File: src/rtl/arb3_rr_ctrl.sv
// -----------------------------------------------------------------------------
// arb3_rr_ctrl
//
// Round-robin ownership controller for a shared 3:1 mux datapath. Three
// requesters raise req[i]; one of them is made owner and keeps the datapath
// until it pulses done or drops its request. The mux select is driven
// straight from this block's select output.
//
// Ports
//   clk      in   1  system clock, all state changes on the rising edge
//   reset    in   1  synchronous, active-high; overrides every other input
//   req      in   3  request per requester, req[i] is requester i
//   done     in   1  owner release pulse, only looked at while busy
//   grant    out  3  one-hot owner, 000 when idle (registered)
//   select   out  2  mux select 00/01/10 = owner 0/1/2, 11 when idle
//   valid    out  1  |grant, qualifies the mux output
//   timeout  out  1  one-cycle pulse on a forced release
//
// Handshake: an owner holds the datapath from the cycle grant appears until
// the edge at which it presents done=1 or req[o]=0. That same edge
// re-arbitrates, so a waiting requester sees its grant in the very next
// cycle with no idle gap. Requests from non-owners never disturb an owner.
//
// Configuration
//   ARB_TIMEOUT_EN  when defined, an owner is force-released after MAX_HOLD
//                   grant cycles and timeout pulses. When undefined there is
//                   no hold counter and timeout stays 0.
//   MAX_HOLD        forced-release length in cycles, legal range 2..255.
//
// State is held in r_state (arb_state_t) so checkers can bind to it.
// -----------------------------------------------------------------------------
module arb3_rr_ctrl #(
  parameter int MAX_HOLD = 16
) (
  input  logic       clk,
  input  logic       reset,
  input  logic [2:0] req,
  input  logic       done,
  output logic [2:0] grant,
  output logic [1:0] select,
  output logic       valid,
  output logic       timeout
);

  if (MAX_HOLD < 2 || MAX_HOLD > 255) begin : g_bad_max_hold
    $error("arb3_rr_ctrl: MAX_HOLD must be in 2..255");
  end

  typedef enum logic {
    ST_IDLE = 1'b0,
    ST_BUSY = 1'b1
  } arb_state_t;

  arb_state_t r_state;
  logic [2:0] r_grant;
  logic [1:0] r_select;
  logic       r_valid;
  logic       r_timeout;
  // Last owner; the scan for the next winner starts one past it.
  logic [1:0] r_last;

  logic [1:0] w_c0;
  logic [1:0] w_c1;
  logic [1:0] w_c2;
  logic       w_any;
  logic [1:0] w_win;
  logic [2:0] w_win_onehot;
  logic       w_owner_req;
  logic       w_force;
  logic       w_release;

  // Scan order last+1, last+2, last+3 (mod 3). Because r_last always equals
  // the current owner while busy, the owner naturally lands last in the scan,
  // which is what both a done-release re-grant and a preemption need.
  always_comb begin
    w_c0 = 2'd0;
    w_c1 = 2'd1;
    w_c2 = 2'd2;
    case (r_last)
      2'd0: begin
        w_c0 = 2'd1;
        w_c1 = 2'd2;
        w_c2 = 2'd0;
      end
      2'd1: begin
        w_c0 = 2'd2;
        w_c1 = 2'd0;
        w_c2 = 2'd1;
      end
      default: begin
        w_c0 = 2'd0;
        w_c1 = 2'd1;
        w_c2 = 2'd2;
      end
    endcase
  end

  always_comb begin
    w_any = |req;
    w_win = w_c2;
    if (req[w_c0]) begin
      w_win = w_c0;
    end else if (req[w_c1]) begin
      w_win = w_c1;
    end
  end

  always_comb begin
    w_win_onehot = 3'b000;
    case (w_win)
      2'd0:    w_win_onehot = 3'b001;
      2'd1:    w_win_onehot = 3'b010;
      default: w_win_onehot = 3'b100;
    endcase
  end

  // Owner still requesting; r_grant is one-hot while busy.
  assign w_owner_req = |(req & r_grant);

`ifdef ARB_TIMEOUT_EN
  // Counts completed busy cycles of the current owner. Reaching MAX_HOLD-1
  // means the owner has held grant for MAX_HOLD cycles by the next edge.
  logic [7:0] r_hold;
  assign w_force = (r_hold == 8'(MAX_HOLD - 1));
`else
  assign w_force = 1'b0;
`endif

  assign w_release = done | ~w_owner_req | w_force;

  always_ff @(posedge clk) begin
    if (reset) begin
      r_state   <= ST_IDLE;
      r_grant   <= 3'b000;
      r_select  <= 2'b11;
      r_valid   <= 1'b0;
      r_timeout <= 1'b0;
      r_last    <= 2'd2;
`ifdef ARB_TIMEOUT_EN
      r_hold    <= 8'd0;
`endif
    end else begin
      r_timeout <= 1'b0;
      case (r_state)
        ST_IDLE: begin
          if (w_any) begin
            r_state  <= ST_BUSY;
            r_grant  <= w_win_onehot;
            r_select <= w_win;
            r_valid  <= 1'b1;
            r_last   <= w_win;
`ifdef ARB_TIMEOUT_EN
            r_hold   <= 8'd0;
`endif
          end
        end
        ST_BUSY: begin
          if (w_release) begin
            // Timeout only flags releases that happened purely by force.
            r_timeout <= w_force & ~done & w_owner_req;
            if (w_any) begin
              r_state  <= ST_BUSY;
              r_grant  <= w_win_onehot;
              r_select <= w_win;
              r_valid  <= 1'b1;
              r_last   <= w_win;
            end else begin
              r_state  <= ST_IDLE;
              r_grant  <= 3'b000;
              r_select <= 2'b11;
              r_valid  <= 1'b0;
            end
`ifdef ARB_TIMEOUT_EN
            r_hold <= 8'd0;
`endif
          end else begin
`ifdef ARB_TIMEOUT_EN
            if (r_hold != 8'(MAX_HOLD)) begin
              r_hold <= r_hold + 8'd1;
            end
`endif
          end
        end
        default: begin
          r_state  <= ST_IDLE;
          r_grant  <= 3'b000;
          r_select <= 2'b11;
          r_valid  <= 1'b0;
        end
      endcase
    end
  end

  assign grant   = r_grant;
  assign select  = r_select;
  assign valid   = r_valid;
  assign timeout = r_timeout;

endmodule

File: config.mk
export PLATFORM = sky130hd
export DESIGN_NAME = arb3_rr_ctrl
export DESIGN_NICKNAME = d
export VERILOG_FILES = /design/src/rtl/arb3_rr_ctrl.sv
export SDC_FILE = /design/constraint.sdc
export NUM_CORES = 1
export LEC_CHECK = 0
export ABC_AREA = 1
export ABC_CLOCK_PERIOD_IN_PS = 2900
export CAP_MARGIN = 5
export CORE_AREA = 2 2 39 41
export CTS_CLUSTER_SIZE = 16
export DETAILED_ROUTE_END_ITERATION = 7
export DIE_AREA = 0 0 41 43
export GPL_TIMING_DRIVEN = 0
export SYNTH_ARGS = -nofsm -noshare
export SYNTH_HDL_FRONTEND = slang
export SYNTH_SLANG_ARGS = --single-unit
File: constraint.sdc
create_clock -name clk -period 2.9 [get_ports clk]
set_clock_uncertainty 0.05 [all_clocks]
set_input_delay 0.58 -clock clk [delete_from_list [all_inputs] [get_ports clk]]
set_output_delay 0.58 -clock clk [all_outputs]
set_load 0.03 [all_outputs]
==> results of run 1 <==
==> worst min-delay path by stage <==
stage | from | slack, ns | to | depth (start not counted)
6_report | select[0] | 0.41 | select[0] | 2
5_1_grt | select[0] | 0.45 | select[0] | 2
4_1_cts | select[0] | 0.41 | select[0] | 2
3_5_place_dp | select[0] | 0.39 | select[0] | 2
3_3_place_gp | select[0] | 0.39 | select[0] | 2
2_1_floorplan | r_last[0] | 0.43 | r_last[0] | 2
==> final cells by class <==
| type | count | area, um2 | area share [%] |
|---|---|---|---|
| multi-input cells | 49 | 260 | 41.0 |
| flip-flops and latches | 9 | 180 | 28.4 |
| repair buffers | 11 | 110 | 17.4 |
| inverters | 8 | 30.0 | 4.73 |
| clock buffers | 4 | 26.3 | 4.14 |
| well taps | 16 | 20.0 | 3.16 |
| plain buffers | 1 | 7.51 | 1.18 |
==> where the power goes <==
group          switching, mW  internal (mW)  leakage (nW)
Clock                 0.0421         0.0529        0.0150
Combinational         0.0642         0.0438         0.204
Sequential            0.0123          0.139        0.0750
Total                  0.119          0.235         0.294
==> routing by layer <==
layer | vias up | global-route usage [%] | share of wire, %
met2 | 11 | 20.0 | 45
li1 | 238 | - | -
met5 | - | 0 | 0
met4 | 0 | 10.0 | 0.60
met1 | 184 | 17.4 | 49
met3 | 2 | 4.71 | 5.2
==> flip-flops by register name (all words and copies together) (netlist names) <==
| register | cells |
|---|---|
| grant | 3 |
| r_last | 2 |
| select | 2 |
| r_state | 1 |
| valid | 1 |
==> cells by family (layout without fill, tap and decap cells) <==
kind of cell / after synthesis / in the layout
compound gates: 8 / 8
buf+inv: 9 / 24
flops: 9 / 9
other cells: 1 / 1
simple gates: 40 / 40
==> cells in the final DEF, fill, tap and decap left out, types with 2 or more instances in the layout <==
cell type         n
clkdlybuf4s50_1  11
inv_2             4
nor2_1            2
clkbuf_4          3
nand2_2           3
dfxtp_1           9
a21oi_1           3
nand2_1          25
nand3_2           2
nand3_1           4
a21oi_2           2
inv_1             4
==> per-stage QoR <==
step | total power [mW] | cell area [um2] | worst slack, ns | hold WS, ns | util, %
finish | 0.354 | 634 | 0.969 | 0.405 | 45.8
global route | 0.374 | 634 | 0.930 | 0.449 | 45.8
CTS | 0.360 | 634 | 0.963 | 0.408 | 45.8
detailed placement | 0.263 | 608 | 0.896 | 0.394 | 43.9
global placement | 0.263 | 608 | 0.891 | 0.393 | 43.9
floorplan | 0.222 | 478 | 1.56 | 0.425 | -
==> results.txt, run 1 <==
* Outcome: finished clean
* Total leakage power: 0.294 nW
- For the worst setup path, the data arrival time is 1.30 ns.
- The count of final hold-check violations was 0.
- In this run, synthesis produced a sequential element count of 9.
- Power Density: 558 nW/um2
* Worst voltage drop across the vdd grid: 0.000220 V
- Maximum clock frequency: 0.518 GHz
* Setup repair after global routing missed its margin: false
- The number of antenna diodes in the final layout is 0.
- For this block, the routed nets add up to 999 um of wire.
- Slew Limit Fails: 0
- Once layout is complete, the cells apart from fillers number 98.
* Aggregate global-route resource usage: 14.3%
- CP delay by family, top: buffers and inverters
- Synth area leader: dfxtp_1
- Hold repair after CTS inserted 0 buffers.
- Area fraction of the dominant cell type after synthesis: 37.7%
* Combinational family with the most area after synthesis: simple AND/OR/NAND/NOR gates
* Post-CTS Setup Inserts: 0
- Max-cap violations: 0
* Detail-routed via count per cell: 4.44
- Yosys warns: 0
- Walking the worst path, the cells encountered are clkdlybuf4s50_1.
* Net count after synthesis: 73
- The wire-length estimate of the detail-placed layout is 780 um.
* Area Growth Syn to Fin: 32.7%
* Register-to-Register Path Depth: 8
- In the final routed layout, each cell accounts on average for 10.2 um.
- Cell Area, Synth: 478 um2
- Once detail routing completed, the nets flagged for antenna violations numbered 0.
- For this run, the slowest stage of the critical path takes 0.69 ns.
- Clock tree from TritonCTS: yes
- Clock tree synthesis found a total of 9 sinks.
- The worst register-to-register path begins at r_state.
* Synthesized-area fraction occupied by ao, oa, aoi and oai cells: 12.8%
* Maximum fanout count along the critical path: 3
- Worst flop-to-flop path endpoint: grant[0]
- For this run, asynchronously set or reset flops after synthesis account for 0%.
* Total via count in the routed design: 435
- In this run, the number of DRC markers left after iteration 0 of detailed routing was 2.
- The die covers 1760 um2.
* Layout cell share with drive strength beyond 1: 23.2%
* Kind of launch point of the worst setup path: flip-flop
- Synthesis produced 67 cells.
- In the finished design, the share of the clock period the worst path needs comes to 66.6%.
- Sum of negative setup slack: 0 ns
* Crit. End Element: primary output
- Chip Height: 43 um
- At the later pin of the worst-skew pair, clock insertion delay measures 0.26 ns.
- Max H-tree Level: 1
- The core region is 1380 um2.
- Avg Synthesized Cell Area: 7.13 um2
- Number of enable flip-flop cells after synthesis: 0
- Startpoint-to-endpoint class of the critical path: flip-flop to primary output
- The floorplan has 14 rows.
* Clock Tree Buf Depth: 2
- Number of design rule violations left after detail routing: 0
* Starting Density: 34.5%
- First-pass GRT wire length: 1.63 mm
- The die is 41 um wide.
* Synthesized-area fraction occupied by adder cells: 0%
- Maximum number of pins on one net before global-route repair: 7
- Including well taps, the total number of placed cells is 94.
* Clock input transition at the sequential cells of the worst setup and hold paths: 0.06 ns
- In this run the worst setup path terminates at grant[1].
- Multiplexer share of the synthesized area: 0%
- For flop-to-flop paths, the worst setup slack is 1.73 ns.
- The worst hold path belongs to the class flip-flop to flip-flop.
* Post-synth top flop: dfxtp_1
- Launch point of the worst path: grant[1]
- After synthesis, flip-flops and latches occupy 37.7% of the total area.
* Boundary pin count: 13
- Clock Root Buffer: clkbuf_4
- After Yosys synthesis, XOR and XNOR cells account for 0% of the synthesized area.
* Ranking of synthesized cells by instance count: 25 x nand2_1, 9 x dfxtp_1, 4 x inv_1, 4 x inv_2, 4 x nand3_1
- Counting the fill cells in the layout gives 151.
* Number of buffers and inverters on the critical path: 1
- In the final design database the tool counted 89 nets.
- The number of antenna violations at the first check in global routing came to 0.
- Buffers added on ports: 11
* Total number of cells along the worst setup path: 1
- The largest individual stage delay along the critical path comes from the cell clkdlybuf4s50_1.
- Post-synthesis share of cell area spent on and, or, nand and nor gates: 40.8%
* Most common cell in the synthesized netlist: nand2_1
- The number of gates resized after CTS was 0.
- Setup violations remaining at the end of the flow were counted as 0.
- Drt pass-1 iters: 3
- After synthesis, the cell types taking the most area are dfxtp_1 38%, nand2_1 20%, nand3_1 4.2%.
- Global routing finished with a remaining overflow of 0.
- At the end of routability-driven placement, the weighted congestion stood at 0.768.
* Number of global-route vias before repair: 427
- The number of different library cells used by synthesis comes to 19.
- Post-layout min period: 1.93 ns
* Number of CTS-inserted buffers: 3
- For the worst setup path, the data required time is 2.27 ns.
No activity file was read; power rests on OpenSTA's default activity.
==> run 2: changes to the inputs <==
Settings changed: ABC_CLOCK_PERIOD_IN_PS 2900 to 1600.
Clock period 2.9 ns to 1.6 ns, I/O delays scaled along.
==> results.txt, run 2 (synthesis gave the netlist of run 1 again) <==
* Clock Root Buffer: clkbuf_4
- Launching point of the worst reg2reg path: r_state
* Cell-internal power: 414 uW
* Worst voltage drop across the vdd grid: 0.000388 V
- Power, Total: 628 uW
- Kind of launch point of the worst setup path: input pin
- Sinks on the clock net: 9
* Sum of overflow across all layers after global routing: 0
- Routability-driven placement congestion ratio: 0.768
- After detailed routing, the average wire length per cell comes to 10.2 um.
* Number of CTS-inserted buffers: 3
- Maximum clock frequency: 0.680 GHz
* Area of the placeable core: 1380 um2
- The analysis attributes to cell leakage a power of 0.308 nW.
- Tcrit/Tclk final: 92.0%
- Detail-routed via count per cell: 4.44
* Crit. End Element: flip-flop
- Worst flop-to-flop path endpoint: grant[0]
* Number of global-route vias before repair: 427
* Die area: 1760 um2
* Max H-tree Level: 1
- Summed over all failing endpoints, the final setup total negative slack is 0 ns.
- Slew Limit Fails: 0
- The tool flagged a number of max-cap violations equal to 0.
- The number of antenna violations at the first check in global routing was 0.
- The repair_antennas step left the layout with diodes totalling 0.
- Measured in cells, the most critical reg-to-reg path has a length of 8.
* Maximum number of pins on one net before global-route repair: 7
- After clock tree synthesis, the clock-pin slew on the worst setup and hold paths is 0.06 ns.
- Multi-input gate area in the final layout: 260 um2
- The first detailed-routing pass took 3 iterations.
* Setup slack of the most critical reg-to-reg path: 0.43 ns
- Port buffering added 11 buffers.
* Final wirelength: 996 um
* Crit path setup slack, layout: 0.129 ns
- Together, buffers and inverters on the worst path number 3.
- Leaving out fill and tap cells, the most frequent cell in the layout is nand2_1.
* Total number of cells along the worst setup path: 7
- For this block, the via count after detailed routing is 435.
- The tightest hold path in the finished design has a slack of 0.400 ns.
* Starting Density: 34.5%
* Post-layout min period: 1.47 ns
- The run finished with clean final reports.
* Proportion of power drawn by combinational gates: 29.2%
- The count of final hold-check violations is 0.
- In this run the post-CTS setup repair buffer count came out at 0.
- The analysis attributes to net switching a power of 214 uW.
- The finished cells cover 627 um2.
- The largest individual stage delay along the critical path comes from the cell clkdlybuf4s50_1.
- The critical path goes through clkdlybuf4s50_1, nor3_2, inv_2, o21ai_0, inv_1, nand2_1, a21oi_2.
- Setup repair after global routing left no endpoint under its margin.
- Highest-count cells in the layout ignoring fill and taps: 25 x nand2_1, 9 x dfxtp_1, 6 x dlygate4sd2_1, 5 x clkdlybuf4s50_1
- Power Density: 1000 nW/um2
- Detailed placement finished with a half-perimeter wire length of 780 um.
* Layout cell share with drive strength beyond 1: 23.2%
* Flip-flop count of the largest register, all copies and words added: 3
- Clock tree from TritonCTS: yes
* Post-placement cell area: 608 um2
* Clock latency of the later-clocked register in the worst-skew pair: 0.26 ns
- Required time reported for the critical path endpoint: 1.70 ns
- Clock Tree Buf Depth: 2
- Capture point of the critical path: grant[0]
- Maximum fanout count along the critical path: 5
- The first global-routing pass estimated 1.63 mm of wire.
- On the critical path the largest part of the delay comes from buffers and inverters.
* Chip Height: 43 um
- The critical path in this run is classified as input pin to flip-flop.
* Finish-stage setup viols: 0
* Hold Crit Start: select[0]
* Antenna-violating nets left: 0
- For this run, the slowest stage of the critical path takes 0.50 ns.
- Timing analysis after detailed placement gives a worst setup slack of -0.144 ns.
- Global routing consumed, over all layers together, 14.3% of the routing resources.
- Die outline width: 41 um
- Proportion of power drawn by the clock network: 27.4%
* Arrival time at the worst endpoint: 1.57 ns
- Boundary pin count: 13
- The floorplan has 14 rows.
* Flop pwr share: 43.4%
* Net count, final: 89
- Fill cells in the final layout number 152.
- Combined flip-flop and latch cell area: 180 um2
- Net switching is 34.1% of the power.
* Number of design rule violations left after detail routing: 0
* Launch point of the worst path: req[1]
- The min-delay analysis places its worst path in the category flip-flop to flip-flop.
* Count of routing violations after the opening detailed-route iteration: 1
- The area growth from synthesis to layout is 31.2%.
## run 2: cell types whose count changed in the layout (fill, tap and decap cells not counted)
cell / previous run / this run
clkdlybuf4s50_1: 11 / 5
dlygate4sd2_1: 0 / 6
## run 2: per-stage QoR
step                      cells  utilization, %
final                        98            45.3
after global routing         98            45.3
after CTS                    98            45.3
after detailed placement     94            43.9
after global placement       94            43.9
after floorplan              67               -
## run 2: layer usage
layer / routed length [um] / vias to the layer above / GRT usage, %
met5: 0 / - / 0
met2: 451 / 11 / 20.0
met1: 486 / 184 / 17.4
met3: 51 / 2 / 4.71
li1: - / 238 / -
met4: 6 / 0 / 10.0
## run 2: how the worst min path moves through the flow
stage,end,slack (ns),cells after the start
final,select[0],0.40,2
after global routing,select[0],0.44,2
after CTS,select[0],0.40,2
after detailed placement,select[0],0.39,2
after global placement,select[0],0.39,2
after floorplan,grant[2],0.33,1
## run 2: repair_timing
item / CTS / global route
hold buffers: 0 / 0
endpoints found under the setup margin: 6 / 0
gates resized for setup: 6 / 0
## run 2: cell type report
type                    count  area share, %
clock buffers               4           4.19
flip-flops and latches      9           28.7
well taps                  16           3.19
repair buffers             11           16.4
plain buffers               1           1.20
inverters                   8           4.79
multi-input cells          49           41.5
## run 2: power by group through the flow
| stage | Combinational [mW] | Clock [mW] | Sequential [mW] |
|---|---|---|---|
| 3_3_place_gp | 0.198 | 0 | 0.278 |
| 6_report | 0.183 | 0.172 | 0.273 |
| 5_1_grt | 0.203 | 0.185 | 0.276 |
| 3_5_place_dp | 0.198 | 0 | 0.278 |
| 2_1_floorplan | 0.0918 | 0 | 0.311 |
| 4_1_cts | 0.186 | 0.180 | 0.273 |
## run 2: worst reg2reg max path, cell delays in order (launching register included)
cell and delay (ns):
dfxtp_1 0.41, inv_2 0.07, nor2_2 0.09, nand2_2 0.09, nand2_2 0.10, inv_2 0.06, nand2_4 0.08, nand2_1 0.06
a21oi_2 0.09
